`src/rtl/mc_scoreboard.sv`:
```
// mc_scoreboard: per-unit scoreboard and round-robin writeback arbiter for multi-cycle execute units
module mc_scoreboard #(
   parameter int NUNITS = 4,
   parameter int XLEN = 32,
   parameter int NFLAGS = 5,
   localparam int UW = NUNITS > 1 ? $clog2(NUNITS) : 1
) (
   input  logic                     clk,
   input  logic                     rst,
   input  logic                     issue_valid,
   input  logic [UW-1:0]            issue_unit,
   input  logic [5:0]               issue_rd,
   input  logic [17:0]              issue_rs,
   input  logic [2:0]               issue_rs_used,
   output logic                     issue_ready,
   output logic [NUNITS-1:0]        unit_start,
   input  logic [NUNITS-1:0]        unit_done,
   input  logic [NUNITS*XLEN-1:0]   unit_result,
   input  logic [NUNITS*NFLAGS-1:0] unit_flags,
   output logic                     wb_valid,
   input  logic                     wb_ready,
   output logic [5:0]               wb_rd,
   output logic [XLEN-1:0]          wb_data,
   output logic [NFLAGS-1:0]        wb_flags,
   output logic [NUNITS-1:0]        busy_units,
   output logic                     err_spurious
);
   typedef enum logic [1:0] {IDLE, RUN, DONE} ustate_t;
   ustate_t state [NUNITS];
   ustate_t state_nxt [NUNITS];
   logic [63:0] pending, pending_nxt;
   logic [5:0] buf_rd [NUNITS];
   logic [XLEN-1:0] buf_data [NUNITS];
   logic [NFLAGS-1:0] buf_flags [NUNITS];
   logic [UW-1:0] rr_ptr, lock_unit, sel, cand;
   logic [NUNITS-1:0] done_vec, run_vec;
   logic locked, found, src_hazard, accept, grant;
   always_comb begin
      for (int u = 0; u < NUNITS; u++) begin
         done_vec[u] = state[u] == DONE;
         run_vec[u] = state[u] == RUN;
         busy_units[u] = state[u] != IDLE;
      end
   end
   // x0 is never pending, so it can never raise a hazard
   always_comb begin
      src_hazard = 1'b0;
      for (int i = 0; i < 3; i++)
         if (issue_rs_used[i] && pending[issue_rs[6*i +: 6]]) src_hazard = 1'b1;
      issue_ready = !src_hazard && !pending[issue_rd] && !busy_units[issue_unit];
      accept = issue_valid && issue_ready;
      unit_start = accept ? NUNITS'(1) << issue_unit : '0;
   end
   // A stalled offer stays locked to its unit so later completions cannot preempt it
   always_comb begin
      sel = lock_unit;
      found = locked;
      cand = rr_ptr;
      for (int k = 0; k < NUNITS; k++) begin
         cand = UW'((int'(rr_ptr) + k) % NUNITS);
         if (!found && done_vec[cand]) begin
            sel = cand;
            found = 1'b1;
         end
      end
      wb_valid = |done_vec;
      wb_rd = buf_rd[sel];
      wb_data = buf_data[sel];
      wb_flags = buf_flags[sel];
      grant = wb_valid && wb_ready;
   end
   always_comb begin
      for (int u = 0; u < NUNITS; u++) begin
         state_nxt[u] = state[u];
         if (state[u] == IDLE && accept && issue_unit == UW'(u)) state_nxt[u] = RUN;
         if (state[u] == RUN && unit_done[u]) state_nxt[u] = DONE;
         if (state[u] == DONE && grant && sel == UW'(u)) state_nxt[u] = IDLE;
      end
   end
   always_comb begin
      pending_nxt = pending;
      if (grant) pending_nxt[wb_rd] = 1'b0;
      if (accept && issue_rd != 6'd0) pending_nxt[issue_rd] = 1'b1;
   end
   always_ff @(posedge clk) begin
      if (rst) begin
         for (int u = 0; u < NUNITS; u++) state[u] <= IDLE;
         pending <= '0;
         rr_ptr <= '0;
         locked <= 1'b0;
         lock_unit <= '0;
         err_spurious <= 1'b0;
      end else begin
         for (int u = 0; u < NUNITS; u++) state[u] <= state_nxt[u];
         pending <= pending_nxt;
         if (grant) rr_ptr <= UW'((int'(sel) + 1) % NUNITS);
         locked <= wb_valid && !wb_ready;
         lock_unit <= sel;
         if (|(unit_done & ~run_vec)) err_spurious <= 1'b1;
      end
   end
   always_ff @(posedge clk) begin
      for (int u = 0; u < NUNITS; u++) begin
         if (accept && issue_unit == UW'(u)) buf_rd[u] <= issue_rd;
         if (state[u] == RUN && unit_done[u]) begin
            buf_data[u] <= unit_result[u*XLEN +: XLEN];
            buf_flags[u] <= unit_flags[u*NFLAGS +: NFLAGS];
         end
      end
   end
endmodule

```
`config.mk`:
```
export PLATFORM = sky130hd
export DESIGN_NAME = mc_scoreboard
export DESIGN_NICKNAME = d
export VERILOG_FILES = /design/src/rtl/mc_scoreboard.sv
export SDC_FILE = /design/constraint.sdc
export NUM_CORES = 1
export LEC_CHECK = 0
export ABC_AREA = 1
export ABC_CLOCK_PERIOD_IN_PS = 5000
export BUFFER_PORTS_ARGS = -buffer_cell sky130_fd_sc_hd__buf_2
export CAP_MARGIN = 20
export CORE_ASPECT_RATIO = 0.7
export CORE_MARGIN = 2
export CORE_UTILIZATION = 50
export DETAILED_ROUTE_END_ITERATION = 10
export GPL_ROUTABILITY_DRIVEN = 0
export GPL_TIMING_DRIVEN = 0
export PLACE_DENSITY = 0.78
export SLEW_MARGIN = 0
export SYNTH_ARGS = -nofsm -noshare
export SYNTH_HDL_FRONTEND = slang
export SYNTH_SLANG_ARGS = --single-unit
```
`constraint.sdc`:
```
create_clock -name clk -period 5 [get_ports clk]
set_input_delay 0.75 -clock clk [delete_from_list [all_inputs] [get_ports clk]]
set_output_delay 0.75 -clock clk [all_outputs]
set_load 0.05 [all_outputs]
```
==> reports/summary.txt <==
vias after detailed routing: 13200
dpl cells: 2100
Worst-path clk slew: 70 ps
Yosys reg bits: 250
cell family with most CP delay: buffers and inverters
commonest non-fill, non-tap cells in the layout: 272 x nand2_1, 255 x buf_2, 194 x o21ai_0
Site Rows: 49
Worst Hold Endpoint: buf_data[0][28]
die width: 196 um
Via density: 6.15
crit start category: input pin
number of flops mapped to enable cells by yosys: 172
# DRC: 0
RR Endpoint: pending[11]
minimum clock period: 4630 ps
Peak VDD IR: 0.000354 V
Crit Path Max Fanout: 10
CTS tree: done
critical path class: in -> out
syn avg cell area: 8.48 um^2
run status: finished, final reports clean
total clock sinks: 250
initial antenna violation count: 5
cells on worst reg2reg path: 20
commonest non-fill, non-tap cell in the layout: nand2_1
ys async rst share: 0
critical path's largest stage delay: 400 ps
register area share after synthesis: 0.519
Longest Clk Path Bufs: 3
WP buf/inv: 7
Max-slew headroom: 0.231
main flop type after synthesis: edfxtp_1
synthesized net count: 1717
port buffer count: 230
Cell Area, Synth: 0.0130 mm^2
Max-cap violations: 0
share of layout cells above drive strength 1: 0.214
Worst setup startpoint: issue_rd[0]
Max Freq: 216 MHz
Initial Util: 0.507
worst r2r src: rr_ptr[0]
H-Tree Depth: 1
gr usage total: 0.314
pre-CTS WS: 543 ps
post-CTS sizing: 0
core area: 0.0256 mm^2
WHS Path Cells: 1
Pleak: 5.91 nW
Worst Tran Pin Value: 1150 ps
wire per inst: 20.4 um
# setup viols final: 0
# IOs: 239
Core Util, Final: 0.604
pwr dens: 369 mW/mm^2
vias in the first global route: 12100
height of the die: 139 um
WHS: 390 ps
Syn Inst Count: 1528
Detailed Place HPWL: 32.6 mm
drt pass-1 iters: 6
CP arrival: 3880 ps
first-pass GRT wire length: 67.0 mm
DIE AREA: 0.0272 mm^2
total gr overflow: 0
Post-CTS Setup Bufs: 0
r2r setup slk: 1950 ps
largest net degree at the start of global routing: 31
clock latency on the worst-skew pair: 530 ps
ratio of final minimum period to clock period: 0.925
Slew Limit Fails: 0
Layout Nets: 1985
Non-Filler Instances: 2147
TritonCTS buffer count: 23
Routed Antenna Nets: 0
Slowest-stage cell, CP: clkbuf_1
crit-path cells: buf_2, buf_2, nand3_1, inv_1, clkbuf_1, a21oi_1, nand3_1, nand2_1, nand2_1, nor2_2, nand2_1, a21oi_2, nand3b_2, inv_1, nand3_1, inv_1, buf_2
final setup margin: 373 ps
Hold Crit Start: unit_result[28]
Tightest Hold Check Type: in -> reg
Initial DRC Count: 2329
Layout area overhead: 19.1%
CP required: 4250 ps
RSZ-0062 raised after global routing: false
hold-fix buffers at CTS: 0
post-synth cell types: 42
clock skew: 14.0 ps
Crit. End Element: primary output
clk root buf: clkbuf_16
total power: 5.69 mW
routed wire length: 43.9 mm
final hold vios: 0
Yosys warnings: 0
==> where the power goes <==
group / switching [mW] / internal [mW]
registers: 0.0147 / 2.25
logic: 1.27 / 0.396
clock network: 0.767 / 1.00
total: 2.05 / 3.64
==> cells in the mapped netlist (11+ instances only) <==
cell type  count  area (um^2)
dfxtp_1       78         1560
nand2_1      272         1020
clkbuf_1      41          154
inv_2         12         45.0
edfxtp_1     172         5160
nor3_1        11         55.1
buf_6         12          135
nand3_1      189          946
nand2_2       17          106
buf_2         25          125
o22ai_1       37          231
inv_1         98          368
a21oi_1      176          881
nor2_1       102          383
o21ai_0      194          971
nor2_4        14          158
==> how the worst max path moves through the flow <==
stage	to	cells after the start
after floorplan	state[2][1]	3
after detailed placement	unit_start[0]	17
after global placement	state[2][1]	4
final	unit_start[0]	17
after CTS	unit_start[0]	17
after global routing	unit_start[3]	16
==> area by class of cell <==
type,count,area (um^2)
sequential,250,6730
multi-input combinational,1079,5350
tap,331,414
inverter,114,435
timing repair buffer,243,1300
clock buffer,29,638
clock inverter,11,98.8
fill,2198,10100
buffer,85,468
antenna,5,12.5
==> sequential cells by signal, summed over array words and instances (netlist names) <==
signal        flops
lock_unit         2
locked            1
buf_flags        20
state             8
rr_ptr            2
buf_data        128
pending          64
buf_rd           24
err_spurious      1
==> per-layer routing <==
| layer | GRT usage | routed length, um | vias up |
|---|---|---|---|
| met3 | 0.0948 | 6380 | 150 |
| met4 | 0.0989 | 1570 | 0 |
| li1 | - | - | 5881 |
| met5 | 0 | 0 | - |
| met1 | 0.461 | 17800 | 6116 |
| met2 | 0.443 | 18100 | 1049 |
==> through the flow <==
step	cell area, um^2	setup TNS, ps
6_report	15400	0
5_1_grt	15400	0
4_1_cts	15400	0
3_5_place_dp	14700	0
3_3_place_gp	14500	-109380
2_1_floorplan	13000	0
==> cells by family after synthesis <==
group                      count (synthesis)  synth area share
AOI/OAI and AO/OA                        432             0.174
and+or+nand+nor                          643             0.233
adders and majority gates                  4           0.00386
DFF                                      250             0.519
buffers and inverters                    199            0.0697
Power figures use the tool's default switching activity.
